==> src/rtl/vds_pkg.sv <==
// Shared constants, micro-op record and FSM state type for vector_decode_sequencer.
package vds_pkg;

  localparam logic [6:0] OPC_LUI    = 7'b0110111;
  localparam logic [6:0] OPC_AUIPC  = 7'b0010111;
  localparam logic [6:0] OPC_JAL    = 7'b1101111;
  localparam logic [6:0] OPC_JALR   = 7'b1100111;
  localparam logic [6:0] OPC_BRANCH = 7'b1100011;
  localparam logic [6:0] OPC_LOAD   = 7'b0000011;
  localparam logic [6:0] OPC_STORE  = 7'b0100011;
  localparam logic [6:0] OPC_OP_IMM = 7'b0010011;
  localparam logic [6:0] OPC_OP     = 7'b0110011;
  localparam logic [6:0] OPC_VR     = 7'b0001011;
  localparam logic [6:0] OPC_VXFER  = 7'b0101011;
  localparam logic [6:0] OPC_VMEM   = 7'b1011011;
  localparam logic [6:0] OPC_VABS   = 7'b1111011;

  typedef enum logic [3:0] {
    ALU_ADD    = 4'd0,
    ALU_SUB    = 4'd1,
    ALU_SLL    = 4'd2,
    ALU_SLT    = 4'd3,
    ALU_SLTU   = 4'd4,
    ALU_XOR    = 4'd5,
    ALU_SRL    = 4'd6,
    ALU_SRA    = 4'd7,
    ALU_OR     = 4'd8,
    ALU_AND    = 4'd9,
    ALU_PASS_B = 4'd10,
    ALU_ABS    = 4'd11
  } alu_op_e;

  localparam logic [1:0] RES_ALU = 2'd0;
  localparam logic [1:0] RES_MEM = 2'd1;
  localparam logic [1:0] RES_PC4 = 2'd2;

  localparam logic [2:0] IMM_NONE = 3'd0;
  localparam logic [2:0] IMM_I    = 3'd1;
  localparam logic [2:0] IMM_S    = 3'd2;
  localparam logic [2:0] IMM_B    = 3'd3;
  localparam logic [2:0] IMM_U    = 3'd4;
  localparam logic [2:0] IMM_J    = 3'd5;

  // Wide enough for the largest supported register (16 elements).
  localparam int unsigned RIDX_MAX_W = 4;

  typedef struct packed {
    logic [3:0]            alu_op;
    logic [1:0]            result_source;
    logic [2:0]            width_type;
    logic [2:0]            immediate_type;
    logic [2:0]            cond_code;
    logic                  write_scalar_reg;
    logic                  write_vector_reg;
    logic                  mem_write;
    logic                  memory_transaction;
    logic                  jump;
    logic                  i_jump;
    logic                  branch;
    logic                  PC_to_ALU;
    logic                  ALU_source;
    logic                  rerouting_select;
    logic [RIDX_MAX_W-1:0] rerouting_idx;
    logic                  illegal;
    logic                  expand;
  } uop_t;

  typedef enum logic {
    ST_IDLE  = 1'b0,
    ST_ISSUE = 1'b1
  } state_e;

  function automatic logic [3:0] alu_from_f3(input logic [2:0] f3, input logic alt);
    logic [3:0] op;
    op = ALU_ADD;
    case (f3)
      3'd0:    op = alt ? ALU_SUB : ALU_ADD;
      3'd1:    op = ALU_SLL;
      3'd2:    op = ALU_SLT;
      3'd3:    op = ALU_SLTU;
      3'd4:    op = ALU_XOR;
      3'd5:    op = alt ? ALU_SRA : ALU_SRL;
      3'd6:    op = ALU_OR;
      default: op = ALU_AND;
    endcase
    return op;
  endfunction

endpackage

==> src/rtl/vector_decode_sequencer_field_decode.sv <==
// Combinational opcode/f3/f7 decode of one instruction into a uop_t record.
module vds_field_decode
  import vds_pkg::*;
#(
  parameter int unsigned VLEN_ELEMS = 4
) (
  input  logic [31:0] instr,
  output uop_t        uop
);

  logic [6:0] opcode;
  logic [2:0] f3;
  logic [6:0] f7;

  assign opcode = instr[6:0];
  assign f3     = instr[14:12];
  assign f7     = instr[31:25];

  always_comb begin
    uop = '0;
    case (opcode)
      OPC_OP: begin
        uop.alu_op           = alu_from_f3(f3, f7[5]);
        uop.write_scalar_reg = 1'b1;
      end
      OPC_OP_IMM: begin
        uop.alu_op           = alu_from_f3(f3, (f3 == 3'd5) && f7[5]);
        uop.write_scalar_reg = 1'b1;
        uop.ALU_source       = 1'b1;
        uop.immediate_type   = IMM_I;
        uop.illegal          = (f3 == 3'd5) && (f7 != 7'h00) && (f7 != 7'h20);
      end
      OPC_LOAD: begin
        uop.alu_op             = ALU_ADD;
        uop.result_source      = RES_MEM;
        uop.width_type         = f3;
        uop.write_scalar_reg   = 1'b1;
        uop.memory_transaction = 1'b1;
        uop.ALU_source         = 1'b1;
        uop.immediate_type     = IMM_I;
      end
      OPC_STORE: begin
        uop.alu_op             = ALU_ADD;
        uop.width_type         = f3;
        uop.mem_write          = 1'b1;
        uop.memory_transaction = 1'b1;
        uop.ALU_source         = 1'b1;
        uop.immediate_type     = IMM_S;
      end
      OPC_BRANCH: begin
        uop.alu_op         = ALU_SUB;
        uop.branch         = 1'b1;
        uop.cond_code      = f3;
        uop.immediate_type = IMM_B;
      end
      OPC_JAL: begin
        uop.alu_op           = ALU_ADD;
        uop.jump             = 1'b1;
        uop.write_scalar_reg = 1'b1;
        uop.result_source    = RES_PC4;
        uop.PC_to_ALU        = 1'b1;
        uop.ALU_source       = 1'b1;
        uop.immediate_type   = IMM_J;
      end
      OPC_JALR: begin
        uop.alu_op           = ALU_ADD;
        uop.i_jump           = 1'b1;
        uop.write_scalar_reg = 1'b1;
        uop.result_source    = RES_PC4;
        uop.ALU_source       = 1'b1;
        uop.immediate_type   = IMM_I;
      end
      OPC_LUI: begin
        uop.alu_op           = ALU_PASS_B;
        uop.write_scalar_reg = 1'b1;
        uop.ALU_source       = 1'b1;
        uop.immediate_type   = IMM_U;
      end
      OPC_AUIPC: begin
        uop.alu_op           = ALU_ADD;
        uop.write_scalar_reg = 1'b1;
        uop.PC_to_ALU        = 1'b1;
        uop.ALU_source       = 1'b1;
        uop.immediate_type   = IMM_U;
      end
      OPC_VR: begin
        uop.alu_op           = alu_from_f3(f3, f7[5]);
        uop.write_vector_reg = 1'b1;
        uop.expand           = 1'b1;
      end
      OPC_VABS: begin
        uop.alu_op           = ALU_ABS;
        uop.write_vector_reg = 1'b1;
        uop.expand           = 1'b1;
      end
      OPC_VMEM: begin
        // f7[5] selects store; loads return memory data into the vector register.
        uop.alu_op             = ALU_ADD;
        uop.width_type         = f3;
        uop.memory_transaction = 1'b1;
        uop.ALU_source         = 1'b1;
        uop.expand             = 1'b1;
        if (f7[5]) begin
          uop.mem_write      = 1'b1;
          uop.immediate_type = IMM_S;
        end else begin
          uop.write_vector_reg = 1'b1;
          uop.result_source    = RES_MEM;
          uop.immediate_type   = IMM_I;
        end
      end
      OPC_VXFER: begin
        uop.alu_op           = ALU_PASS_B;
        uop.write_scalar_reg = 1'b1;
        uop.rerouting_select = 1'b1;
        uop.rerouting_idx    = f7[RIDX_MAX_W-1:0];
        uop.illegal          = ({25'd0, f7} >= VLEN_ELEMS);
      end
      default: begin
        uop.illegal = 1'b1;
      end
    endcase

    if (uop.illegal) begin
      uop.write_scalar_reg   = 1'b0;
      uop.write_vector_reg   = 1'b0;
      uop.mem_write          = 1'b0;
      uop.memory_transaction = 1'b0;
      uop.jump               = 1'b0;
      uop.i_jump             = 1'b0;
      uop.branch             = 1'b0;
      uop.expand             = 1'b0;
    end
  end

endmodule

==> src/rtl/vector_decode_sequencer.sv <==
// Instruction-to-micro-op sequencer; vector ops expand into VLEN_ELEMS/LANES beats.
// Optional performance counters behind macro VDS_PERF_COUNTERS_EN.
module vector_decode_sequencer
  import vds_pkg::*;
#(
  parameter int unsigned VLEN_ELEMS = 4,
  parameter int unsigned LANES      = 2,
  localparam int unsigned IDXW      = $clog2(VLEN_ELEMS),
  localparam int unsigned BEATS     = VLEN_ELEMS / LANES,
  localparam int unsigned BW        = (BEATS > 1) ? $clog2(BEATS) : 1
) (
  input  logic            clk,
  input  logic            rst_n,
  input  logic            flush,
  input  logic            instr_valid,
  input  logic [31:0]     instr,
  output logic            instr_ready,
  output logic            uop_valid,
  input  logic            uop_ready,
  output logic [3:0]      alu_op,
  output logic [1:0]      result_source,
  output logic [2:0]      width_type,
  output logic [2:0]      immediate_type,
  output logic [2:0]      cond_code,
  output logic            write_scalar_reg,
  output logic            write_vector_reg,
  output logic            mem_write,
  output logic            memory_transaction,
  output logic            jump,
  output logic            i_jump,
  output logic            branch,
  output logic            PC_to_ALU,
  output logic            ALU_source,
  output logic            rerouting_select,
  output logic [IDXW-1:0] rerouting_idx,
  output logic [BW-1:0]   beat_idx,
  output logic [IDXW-1:0] lane_base,
  output logic            last_beat,
  output logic            illegal
`ifdef VDS_PERF_COUNTERS_EN
  ,
  output logic [31:0]     instr_count,
  output logic [31:0]     uop_count
`endif
);

  localparam logic [BW-1:0]   LAST_BEAT = BW'(BEATS - 1);
  localparam logic [IDXW-1:0] LANE_STEP = IDXW'(LANES);

  state_e          state_q, state_d;
  uop_t            uop_q, uop_d;
  uop_t            dec;
  logic [BW-1:0]   beat_q, beat_d;
  logic [IDXW-1:0] lane_q, lane_d;
  logic            last_q, last_d;
  logic            accept;
  logic            uop_fire;

  vds_field_decode #(.VLEN_ELEMS(VLEN_ELEMS)) u_field_decode (
    .instr (instr),
    .uop   (dec)
  );

  always_comb begin
    state_d = state_q;
    uop_d   = uop_q;
    beat_d  = beat_q;
    lane_d  = lane_q;
    last_d  = last_q;

    uop_fire    = (state_q == ST_ISSUE) && uop_ready;
    instr_ready = !flush && ((state_q == ST_IDLE) || (last_q && uop_fire));
    accept      = instr_valid && instr_ready;

    if (flush) begin
      state_d = ST_IDLE;
      uop_d   = '0;
      beat_d  = '0;
      lane_d  = '0;
      last_d  = 1'b0;
    end else if (accept) begin
      // Covers both the idle load and the back-to-back load on the final beat.
      state_d = ST_ISSUE;
      uop_d   = dec;
      beat_d  = '0;
      lane_d  = '0;
      last_d  = !dec.expand || (LAST_BEAT == '0);
    end else if (uop_fire) begin
      if (last_q) begin
        state_d = ST_IDLE;
      end else begin
        beat_d = beat_q + 1'b1;
        lane_d = lane_q + LANE_STEP;
        last_d = (beat_d == LAST_BEAT) || !uop_q.expand;
      end
    end
  end

  always_ff @(posedge clk or negedge rst_n) begin
    if (!rst_n) begin
      state_q <= ST_IDLE;
      uop_q   <= '0;
      beat_q  <= '0;
      lane_q  <= '0;
      last_q  <= 1'b0;
    end else begin
      state_q <= state_d;
      uop_q   <= uop_d;
      beat_q  <= beat_d;
      lane_q  <= lane_d;
      last_q  <= last_d;
    end
  end

  assign uop_valid          = (state_q == ST_ISSUE);
  assign alu_op             = uop_q.alu_op;
  assign result_source      = uop_q.result_source;
  assign width_type         = uop_q.width_type;
  assign immediate_type     = uop_q.immediate_type;
  assign cond_code          = uop_q.cond_code;
  assign write_scalar_reg   = uop_q.write_scalar_reg;
  assign write_vector_reg   = uop_q.write_vector_reg;
  assign mem_write          = uop_q.mem_write;
  assign memory_transaction = uop_q.memory_transaction;
  assign jump               = uop_q.jump;
  assign i_jump             = uop_q.i_jump;
  assign branch             = uop_q.branch;
  assign PC_to_ALU          = uop_q.PC_to_ALU;
  assign ALU_source         = uop_q.ALU_source;
  assign rerouting_select   = uop_q.rerouting_select;
  assign rerouting_idx      = uop_q.rerouting_idx[IDXW-1:0];
  assign illegal            = uop_q.illegal;
  assign beat_idx           = beat_q;
  assign lane_base          = lane_q;
  assign last_beat          = last_q;

  if (IDXW < RIDX_MAX_W) begin : g_ridx_hi
    logic unused_ridx_hi;
    assign unused_ridx_hi = |uop_q.rerouting_idx[RIDX_MAX_W-1:IDXW];
  end

`ifdef VDS_PERF_COUNTERS_EN
  logic [31:0] instr_cnt_q, instr_cnt_d;
  logic [31:0] uop_cnt_q, uop_cnt_d;

  always_comb begin
    instr_cnt_d = instr_cnt_q + 32'(accept);
    uop_cnt_d   = uop_cnt_q + 32'(uop_fire);
  end

  always_ff @(posedge clk or negedge rst_n) begin
    if (!rst_n) begin
      instr_cnt_q <= '0;
      uop_cnt_q   <= '0;
    end else begin
      instr_cnt_q <= instr_cnt_d;
      uop_cnt_q   <= uop_cnt_d;
    end
  end

  assign instr_count = instr_cnt_q;
  assign uop_count   = uop_cnt_q;
`endif

endmodule

==> config.mk <==
export PLATFORM = sky130hd
export DESIGN_NAME = vector_decode_sequencer
export DESIGN_NICKNAME = d
export VERILOG_FILES = /design/src/rtl/vds_pkg.sv /design/src/rtl/vector_decode_sequencer_field_decode.sv /design/src/rtl/vector_decode_sequencer.sv
export SDC_FILE = /design/constraint.sdc
export NUM_CORES = 1
export LEC_CHECK = 0
export BUFFER_PORTS_ARGS = -buffer_cell sky130_fd_sc_hd__buf_2
export CORE_MARGIN = 5
export CORE_UTILIZATION = 52
export CTS_BUF_LIST = sky130_fd_sc_hd__clkbuf_8
export DETAILED_ROUTE_END_ITERATION = 16
export PLACE_DENSITY = 0.79
export REMOVE_ABC_BUFFERS = 1
export SLEW_MARGIN = 20
export SYNTH_ARGS = -nofsm -noshare
export SYNTH_HDL_FRONTEND = slang
export SYNTH_SLANG_ARGS = --single-unit
export TNS_END_PERCENT = 20
==> constraint.sdc <==
create_clock -name clk -period 1.68 [get_ports clk]
set_input_delay 0.252 -clock clk [delete_from_list [all_inputs] [get_ports clk]]
set_output_delay 0.252 -clock clk [all_outputs]
set_load 0.01 [all_outputs]
* Yosys cells after proc, flatten, opt, wreduce, memory -nomap -nowiden
Index checks and enable logic that the tools add are counted. W data, S select, Z words.
Storage, ports and cells: register bits after elaboration 34, output and inout bits 34, logic and storage cells 125
Cells by class: add/subtract/negate cells 2, order comparisons 1, eq/ne operators 21, muxes and demuxes 47, bitwise operators 1, reduce and logical (&&, ||, !) cells 31
Operators with widths (count):
- $mux W31 | 2
- $pmux W4 S7 | 2
- $eq A7 B7 Y1 const B | 5
- $eq A7 B6 Y1 const B | 4
- $mux W1 | 28
- $pmux W4 S5 | 1
- $pmux W3 S6 | 1
- $reduce_or A8 Y1 | 2
- $eq A7 B5 Y1 const B | 2
- $reduce_or A2 Y1 | 6
- $reduce_or A11 Y1 | 1
- $mux W2 | 5
- $eq A3 B3 Y1 const B | 3
- $reduce_or A3 Y1 | 3
- $eq A7 B2 Y1 const B | 1
- $eq A7 B4 Y1 const B | 1
- $ge A7 B3 Y1 const B | 1
- $logic_and A1 B1 Y1 | 7
- $mux W7 | 1
- $ne A7 B6 Y1 const B | 1
- $reduce_bool A7 Y1 | 1
- $eq A3 B2 Y1 const B | 2
- $mux W3 | 2
- $pmux W2 S3 | 1
- other kinds (14) | 20

* Logic depth before layout (Yosys ltp)
Gate-level depths: netlist of run 1.
depth after elaboration 8, gate-level depth with buffers 6

* Cells and area by module
A second synthesis of run 1 with hierarchy kept.
Second synthesis, totals: cells, all modules 248, area, all modules 2509.9 µm²
Modules (own cells, without submodules):
- vector_decode_sequencer | instances 1, cells each 137, area each 1861.8 µm²
- vds_field_decode | instances 1, cells each 111, area each 648.1 µm²

* Worst setup path after synthesis of run 1
No wires, ideal clock.
kind reg-to-reg, start reg last_q (netlist: last_beat), end reg uop_q, in the netlist illegal, library setup time 0.077 ns, data arrival time 1.324 ns, data required time 1.603 ns, slack 0.278 ns, stages on the path, launching flop included 6, path buffers 1, path through dfrtp_1 > a21bo_2 > a21oi_2 > buf_2 > a21oi_1 > a21oi_1
On the way: word-level cells in the longest chain between the ends 5
RTL lines:
- start, declared | RTL line vector_decode_sequencer.sv:55 | logic last_q, last_d;
- start signal, assigned | RTL line vector_decode_sequencer.sv:111 | last_q <= last_d;
- $logic_and A1 B1 Y1 | RTL line vector_decode_sequencer.sv:72 | instr_ready = !flush && ((state_q == ST_IDLE) || (last_q && uop_fire));
- $logic_or A1 B1 Y1 | RTL line vector_decode_sequencer.sv:72
- $logic_and A1 B1 Y1 | RTL line vector_decode_sequencer.sv:72
- $logic_and A1 B1 Y1 | RTL line vector_decode_sequencer.sv:73 | accept = instr_valid && instr_ready;
- $reduce_bool A2 Y1 (no source line)
- end signal, assigned | RTL line vector_decode_sequencer.sv:108 | uop_q <= uop_d;
- end, declared | RTL line vector_decode_sequencer.sv:51 | uop_t uop_q, uop_d;
No other way between the ends. A chain may end at the register's enable or synchronous reset.

* Worst setup path in the final report of run 1
start reg last_q (netlist: last_beat), end reg uop_q, in the netlist alu_op[0]
The elaborated chain is that of the path after synthesis.

==> results of run 1 <==
critical path: stages, from the launching register on:
cell     delay, ns
dfrtp_1       0.43
a21bo_2       0.23
a21oi_2       0.35
buf_4         0.25
a32oi_1       0.07
nand3_1       0.08
cells in the final DEF (no fill, tap or decap), types with 3 or more instances in the layout:
master / instances
a211oi_1: 5
a21o_1: 4
a21oi_1: 8
a22o_1: 12
a32o_1: 6
buf_2: 54
buf_4: 19
clkbuf_8: 6
dfrtp_1: 33
inv_1: 8
nand2_1: 11
nand2b_1: 4
nand3_1: 7
nor2_1: 11
nor3_1: 6
nor4_1: 4
o21ai_0: 4
o21ai_1: 3
xnor2_1: 3
kinds of logic after synthesis:
kind of cell | after synthesis
buffers and inverters | 38
and+or+nand+nor | 68
other | 1
AOI/OAI and AO/OA | 67
xor gates and xnor gates | 3
DFF | 33
stage by stage:
stage	setup WS (ns)	util	total power [mW]
final	0.1950	0.6502	1.873
after global routing	0.1164	0.6502	1.952
after CTS	0.2131	0.6502	1.882
after detailed placement	0.08758	0.6189	1.124
after global placement	0.09857	0.6189	1.119
after floorplan	0.001942	-	0.9627
report_power, final:
group / internal, mW / switching, mW
combinational: 0.114 / 0.175
clock: 0.477 / 0.284
sequential: 0.810 / 0.0125
total: 1.40 / 0.472
path summary, 6_finish.rpt:
path	to	slack [ns]	cells past startpoint
min in group clk	cond_code[2]	0.21	2
max	alu_op[0]	0.20	5
max reg2reg	alu_op[0]	0.20	5
min	lane_base[1]	0.01	1
min reg2reg	memory_transaction	0.48	1
max in group asynchronous	PC_to_ALU	1.21	1
metal layers:
| metal | track usage | vias up | routed length (um) |
|---|---|---|---|
| met1 | 0.2751 | 878 | 2237 |
| met4 | 0.06148 | 0 | 51 |
| met2 | 0.3116 | 66 | 2350 |
| met3 | 0.04986 | 6 | 374 |
| li1 | - | 876 | - |
| met5 | 0 | - | 0 |
layout make-up:
type / instances / area [um2]
Fill cell: 317 / 1300
Tap cell: 48 / 60.06
Inverter: 7 / 26.28
Timing Repair Buffer: 73 / 412.9
Sequential cell: 33 / 825.8
Clock buffer: 6 / 82.58
Clock inverter: 2 / 33.78
Multi-Input combinational cell: 139 / 974.7
==> impl_metrics.py, run 1 <==
metrics = {
    "synthesis": {
        "seq_area_frac_synth": 0.4062,
        "synth_warnings": 0,
        "synth_top_area_frac": 0.4062,
        "synth.area.mux_share": 0,
        "synthFlopType": "dfrtp_1",
        "synth_xor_area_frac": 0.01292,
        "synthCells": 210,
        "avgSynthCellArea_um2": 9.682,
        "ys_ff_latch": 33,
        "synth_most_common_cell": "dfrtp_1",
        "synth_area_leaders": "dfrtp_1 41%, buf_4 7.0%, a22o_1 5.2%, a32o_1 3.0%, buf_2 2.2%",
        "synth_top_area_cell": "dfrtp_1",
        "synth_top_family_by_area": "compound AO/OA/AOI/OAI gates",
        "synth_enable_flop_cells": 0,
        "ys_async_sr_fraction": 1.000,
        "synthAdderAreaFrac": 0,
        "synth_cell_types": 56,
        "synth-compound-area-share": 0.2628,
        "syn_area_um2": 2033,
        "yosys-top-cells-count": "33 x dfrtp_1, 19 x buf_4, 12 x a22o_1",
        "synth-simple-area-share": 0.2018,
    },
    "sta": {
        "setup_viol": 0,
        "hold_violations": 0,
        "grt_setup_unrepaired": "false",
        "relSlewSlack": 0.5273,
        "finalCritPeriodShare": 0.8839,
        "hold_ws_ns": 0.01394,
        "fin_crit_ns": 1.485,
        "drv_slew": 0,
        "max_freq_mhz": 673.4,
        "fin_skew_ns": 0.004475,
        "worst_pin_slew_ns": 0.7090,
        "setup_tns_ns": 0,
    },
    "floorplan": {
        "core_area_um2": 3716,
        "dieArea_um2": 5261,
        "start_util": 0.5471,
        "die_w_um": 72.53,
        "ios": 71,
        "die_y_um": 72.53,
        "rows": 22,
    },
    "drt": {
        "drt-total-wl_mm": 5.013,
        "routedWlPerCell_um": 16.28,
        "dr.first_iter.drc_count": 77,
        "vias": 1826,
        "dr.pass1.iters": 4,
        "viasPerCell": 5.929,
        "antenna_left": 0,
        "drc": 0,
    },
    "hold_path": {
        "hold_class": "in -> async",
    },
    "cts": {
        "ctsResizeCount": 0,
        "clk_pin_slew_ns": 0.07,
        "clock_latency_ns": 0.28,
        "cts_hold_buf": 0,
        "h-tree-depth": 2,
        "cts_root_buffer": "clkbuf_8",
        "cts_made_buffers": 5,
        "cts_num_sinks": 33,
        "clock_path_buffers": 2,
        "post_cts_buffers": 0,
        "cts_tree": "done",
    },
    "placed_design": {
        "placed_cell_area_um2": 2300,
        "dp_hpwl_mm": 3.830,
        "io_buffers": 54,
        "placedCellCount": 300,
        "place_congestion": 0.8413,
    },
    "critical_path": {
        "worstPathMaxFanout": 9,
        "critPathKind": "reg -> reg",
        "cp-start-kind": "flip-flop",
        "crit_arrival_ns": 1.70,
        "worst_ep_required_time_ns": 1.90,
        "critical_path.startpoint": "last_beat",
        "cp-end-kind": "flip-flop",
        "r2r_start": "last_beat",
    },
    "cells_and_area": {
        "final_cell_area_um2": 2416,
        "area_growth_pct": 18.83,
        "antennaDiodeCount": 0,
        "largest_reg_flops": 4,
        "layout.nets": 296,
        "stdcell_count": 308,
        "drive_gt1_frac": 0.3385,
    },
    "global_routing": {
        "grtUsageTotal": 0.2005,
        "grt_max_degree": 34,
        "antenna_found_initial": 0,
        "grt_pass1_vias": 1789,
        "grt_overflow": 0,
        "grt_pass1_wl_mm": 8.390,
    },
    "power": {
        "p_leak_nw": 1.218,
        "power.density_nw_per_um2": 775.3,
        "ir_worst_vdd_v": 0.0005483,
    },
    "status": {
        "outcome": "completed",
    },
    "job": {
        "cap_violations": 0,
    },
}
No activity file was read; power rests on OpenSTA's default activity.
==> inputs of run 2 (changes only) <==
- HOLD_SLACK_MARGIN: unset -> 0.02
- PLACE_DENSITY: 0.79 -> 0.95
==> impl_metrics.py, run 2 (synthesis gave the netlist of run 1 again) <==
metrics = {
    "status": {
        "outcome": "completed",
    },
    "cts": {
        "cts_num_sinks": 33,
        "h-tree-depth": 2,
        "clock_path_buffers": 2,
        "clock_latency_ns": 0.29,
        "cts_root_buffer": "clkbuf_8",
        "clk_pin_slew_ns": 0.07,
        "ctsResizeCount": 0,
        "cts_hold_buf": 0,
        "cts_tree": "done",
        "post_cts_buffers": 0,
        "cts_made_buffers": 5,
    },
    "placed_design": {
        "place_congestion": 0.9049,
        "io_buffers": 54,
        "dp_hpwl_mm": 3.996,
        "placed_cell_area_um2": 2285,
    },
    "drt": {
        "routedWlPerCell_um": 17.10,
        "viasPerCell": 6.085,
        "drt-total-wl_mm": 5.215,
        "dr.first_iter.drc_count": 140,
        "dr.pass1.iters": 5,
        "drc": 0,
        "vias": 1856,
        "antenna_left": 0,
    },
    "power": {
        "pwr-share-seq": 0.482,
        "power.density_nw_per_um2": 720.6,
        "pwr-share-clk": 0.350,
        "ir_worst_vdd_v": 0.0004076,
        "combPwrFrac": 0.168,
        "p_int_mw": 1.240,
        "swShare": 0.2743,
        "p_leak_nw": 1.194,
        "switchingPower_uw": 468.7,
    },
    "cells_and_area": {
        "post-route-util": 0.6380,
        "final_cell_area_um2": 2371,
        "fillers": 308,
        "drive_gt1_frac": 0.3307,
        "final_common_cell": "buf_2",
        "antennaDiodeCount": 0,
        "largest_reg_flops": 4,
        "layout.nets": 294,
        "area_growth_pct": 16.62,
        "mostFrequentLayoutCells": "54 x buf_2, 33 x dfrtp_1, 17 x buf_4",
    },
    "sta": {
        "hold_violations": 0,
        "setup_viol": 0,
        "finalCritPeriodShare": 0.8845,
        "fin_crit_ns": 1.486,
        "drv_slew": 0,
        "grt_setup_unrepaired": "false",
        "setup_tns_ns": 0,
        "max_freq_mhz": 672.9,
        "worst_pin_slew_ns": 0.7273,
        "relSlewSlack": 0.5151,
        "fin_skew_ns": 0.003956,
    },
    "critical_path": {
        "cp-start-kind": "primary input",
        "worst_ep_required_time_ns": 1.86,
        "critPathKind": "in -> reg",
        "worstPathMaxFanout": 8,
        "cp-end-kind": "flip-flop",
        "crit_arrival_ns": 1.67,
    },
    "floorplan": {
        "ios": 71,
        "die_y_um": 72.53,
        "rows": 22,
        "die_w_um": 72.53,
        "dieArea_um2": 5261,
        "start_util": 0.5471,
        "core_area_um2": 3716,
    },
    "global_routing": {
        "grt_overflow": 0,
        "grt_pass1_vias": 1861,
        "grtUsageTotal": 0.2102,
        "grt_pass1_wl_mm": 8.673,
        "grt_max_degree": 34,
        "antenna_found_initial": 0,
    },
    "job": {
        "cap_violations": 0,
    },
    "hold_path": {
        "hold_class": "in -> async",
    },
}
## run 2: cell types whose count changed in the layout (fill, tap and decap cells not counted), sizes merged
| cell | change |
|---|---|
| bufinv | -1 |
| buf | -2 |
## run 2: worst paths after layout
path | from | endpoint | slack (ns) | depth (start not counted)
worst min-delay path | rst_n | alu_op[3] | 0.02 | 1
worst max register to register | uop_valid | immediate_type[2] | 0.24 | 4
max in group asynchronous | rst_n | result_source[0] | 1.20 | 1
worst min register to register | memory_transaction | memory_transaction | 0.48 | 1
worst max-delay path | instr[3] | write_scalar_reg | 0.19 | 5
min in group clk | flush | uop_valid | 0.19 | 2
## run 2: metrics by stage
stage / power, mW / hold WS [ns] / instances / setup WS [ns]
after global routing: 1.776 / 0.09012 / 305 / 0.1073
after CTS: 1.716 / 0.03816 / 305 / 0.2004
after global placement: 1.111 / 0.3399 / 298 / 0.1070
after detailed placement: 1.121 / 0.3478 / 298 / -0.05916
after floorplan: 0.9627 / -0.04359 / 179 / 0.001942
final: 1.709 / 0.02044 / 305 / 0.1940
## run 2: routing by layer
metal,part of all wire,wire length (um),vias to the layer above,track usage
li1,-,-,867,-
met1,0.42,2169,885,0.2650
met2,0.48,2494,90,0.3277
met3,0.086,447,14,0.06510
met4,0.020,104,0,0.09836
met5,0,0,-,0
## run 2: power groups by stage
stage / Clock [mW] / Sequential (mW) / Combinational [mW]
2_1_floorplan: 0 / 0.844 / 0.119
3_3_place_gp: 0 / 0.837 / 0.274
5_1_grt: 0.634 / 0.826 / 0.316
3_5_place_dp: 0 / 0.838 / 0.283
4_1_cts: 0.608 / 0.824 / 0.285
6_report: 0.598 / 0.823 / 0.287
## run 2: layout make-up
| cell class | count | area (um2) | area share |
|---|---|---|---|
| clock inverter | 1 | 3.754 | 0.001583 |
| clock buffer | 6 | 82.58 | 0.03483 |
| timing repair buffer | 71 | 397.9 | 0.1678 |
| inverter | 7 | 26.28 | 0.01108 |
| multi-input combinational | 139 | 974.7 | 0.4111 |
| sequential | 33 | 825.8 | 0.3483 |
| tap | 48 | 60.06 | 0.02533 |
## run 2: critical path, cell delays in order
cell and delay, ns:
buf_2 0.14, nand4bb_1 0.37, a2111oi_0 0.44, a21oi_1 0.17
a32o_1 0.29
==> inputs of run 3 (changes only) <==
- CORE_ASPECT_RATIO: unset -> 1.1
- clock period: 1.68 -> 1.7 ns (I/O delays scaled with it)
==> impl_metrics.py, run 3 (synthesis gave the netlist of run 1 again) <==
metrics = {
    "critical_path": {
        "cp_slowest_cell": "dfrtp_1",
        "critPathKind": "reg -> out",
        "crit_arrival_ns": 1.21,
        "worst_ep_required_time_ns": 1.44,
        "max_stage_delay_ns": 0.42,
        "cp-end-kind": "primary output",
        "cp-start-kind": "flip-flop",
        "worstPathMaxFanout": 5,
        "path_cells": "a21boi_2, nor2_1, buf_2",
    },
    "sta": {
        "hold_violations": 0,
        "max_freq_mhz": 683.7,
        "setup_tns_ns": 0,
        "setup_ws_ns": 0.2373,
        "setup_viol": 0,
        "grt_setup_unrepaired": "false",
        "finalCritPeriodShare": 0.8604,
        "fin_crit_ns": 1.463,
        "fin_skew_ns": 0.002093,
        "drv_slew": 0,
        "relSlewSlack": 0.5105,
        "worst_pin_slew_ns": 0.7342,
    },
    "cts": {
        "cts_tree": "done",
        "clock_path_buffers": 2,
        "clock_latency_ns": 0.29,
        "h-tree-depth": 2,
        "cts_hold_buf": 0,
        "cts_num_sinks": 33,
        "ctsResizeCount": 0,
        "cts_made_buffers": 5,
        "clk_pin_slew_ns": 0.07,
        "post_cts_buffers": 0,
        "cts_root_buffer": "clkbuf_8",
    },
    "hold_path": {
        "hold_class": "in -> async",
    },
    "cells_and_area": {
        "layout.nets": 293,
        "antennaDiodeCount": 0,
        "final_common_cell": "buf_2",
        "stdcell_count": 307,
        "drive_gt1_frac": 0.3346,
        "final_cell_area_um2": 2381,
        "area_growth_pct": 17.11,
        "largest_reg_flops": 4,
        "mostFrequentLayoutCells": "54 x buf_2, 33 x dfrtp_1, 16 x buf_4",
    },
    "job": {
        "cap_violations": 0,
    },
    "drt": {
        "dr.first_iter.drc_count": 146,
        "antenna_left": 0,
        "dr.pass1.iters": 4,
        "routedWlPerCell_um": 16.78,
        "vias": 1842,
        "viasPerCell": 6.000,
        "drt-total-wl_mm": 5.151,
        "drc": 0,
    },
    "placed_design": {
        "dp_hpwl_mm": 3.817,
        "placedCellCount": 299,
        "place_congestion": 0.9479,
        "pre_cts_ws_ns": 0.05400,
        "io_buffers": 54,
        "placed_cell_area_um2": 2280,
    },
    "floorplan": {
        "core_area_um2": 3712,
        "rows": 23,
        "ios": 71,
        "die_y_um": 75.58,
        "start_util": 0.5477,
        "die_w_um": 69.62,
        "dieArea_um2": 5262,
    },
    "power": {
        "power.density_nw_per_um2": 734.9,
        "p_leak_nw": 1.196,
        "ir_worst_vdd_v": 0.0005235,
        "finalPower_mw": 1.750,
    },
    "global_routing": {
        "grt_pass1_wl_mm": 8.811,
        "grt_max_degree": 34,
        "grt_pass1_vias": 1802,
        "grtUsageTotal": 0.2088,
        "antenna_found_initial": 0,
        "grt_overflow": 0,
    },
    "status": {
        "outcome": "completed",
    },
}
## run 3: cell count changes in the layout (fill, tap and decap cells not counted)
cell	delta
clkinv_2	+1
buf_4	-1
inv_1	-1
clkbuf_8	+1
## run 3: final timing paths
check	startpoint	end	slack [ns]	depth (start not counted)
worst max-delay path	last_beat	instr_ready	0.24	3
worst min-delay path	rst_n	memory_transaction	0.02	1
worst max register to register	last_beat	alu_op[1]	0.28	5
worst min register to register	branch	branch	0.47	1
max in group asynchronous	rst_n	immediate_type[1]	1.20	1
min in group clk	flush	uop_valid	0.20	2
## run 3: worst max-delay path, delay by kind of cell, from the launching register on
family | cells | cell delay, ns
flip-flops | 1 | 0.42
AO/OA/AOI/OAI | 1 | 0.29
buffers and inverters | 1 | 0.14
AND/OR/NAND/NOR | 1 | 0.06
## run 3: layer usage
layer | routed length, um | GRT usage | part of all wire | vias to the layer above
met5 | 0 | 0 | 0 | -
met4 | 52 | 0.06809 | 0.010 | 0
met3 | 396 | 0.05145 | 0.077 | 6
met2 | 2486 | 0.3422 | 0.48 | 75
met1 | 2214 | 0.2777 | 0.43 | 888
li1 | - | - | - | 873
## run 3: per-stage QoR
stage / hold slack (ns) / utilization
global placement: 0.3458 / 0.6141
detailed placement: 0.3611 / 0.6141
floorplan: -0.04059 / -
global route: 0.09130 / 0.6414
CTS: 0.05127 / 0.6414
finish: 0.02335 / 0.6414
## run 3: area by class of cell
cell class	instances	area, um2
clock buffers	7	96.34
well taps	50	62.56
repair buffers	70	390.4
multi-input cells	139	974.7
flip-flops and latches	33	825.8
inverters	7	26.28
clock inverters	1	5.005
fillers	297	1331
## run 3: where the power goes
group	internal [mW]	total, mW	switching [mW]
registers	0.801	0.814	0.0132
logic	0.106	0.278	0.172
clock network	0.366	0.657	0.292
total	1.27	1.75	0.477
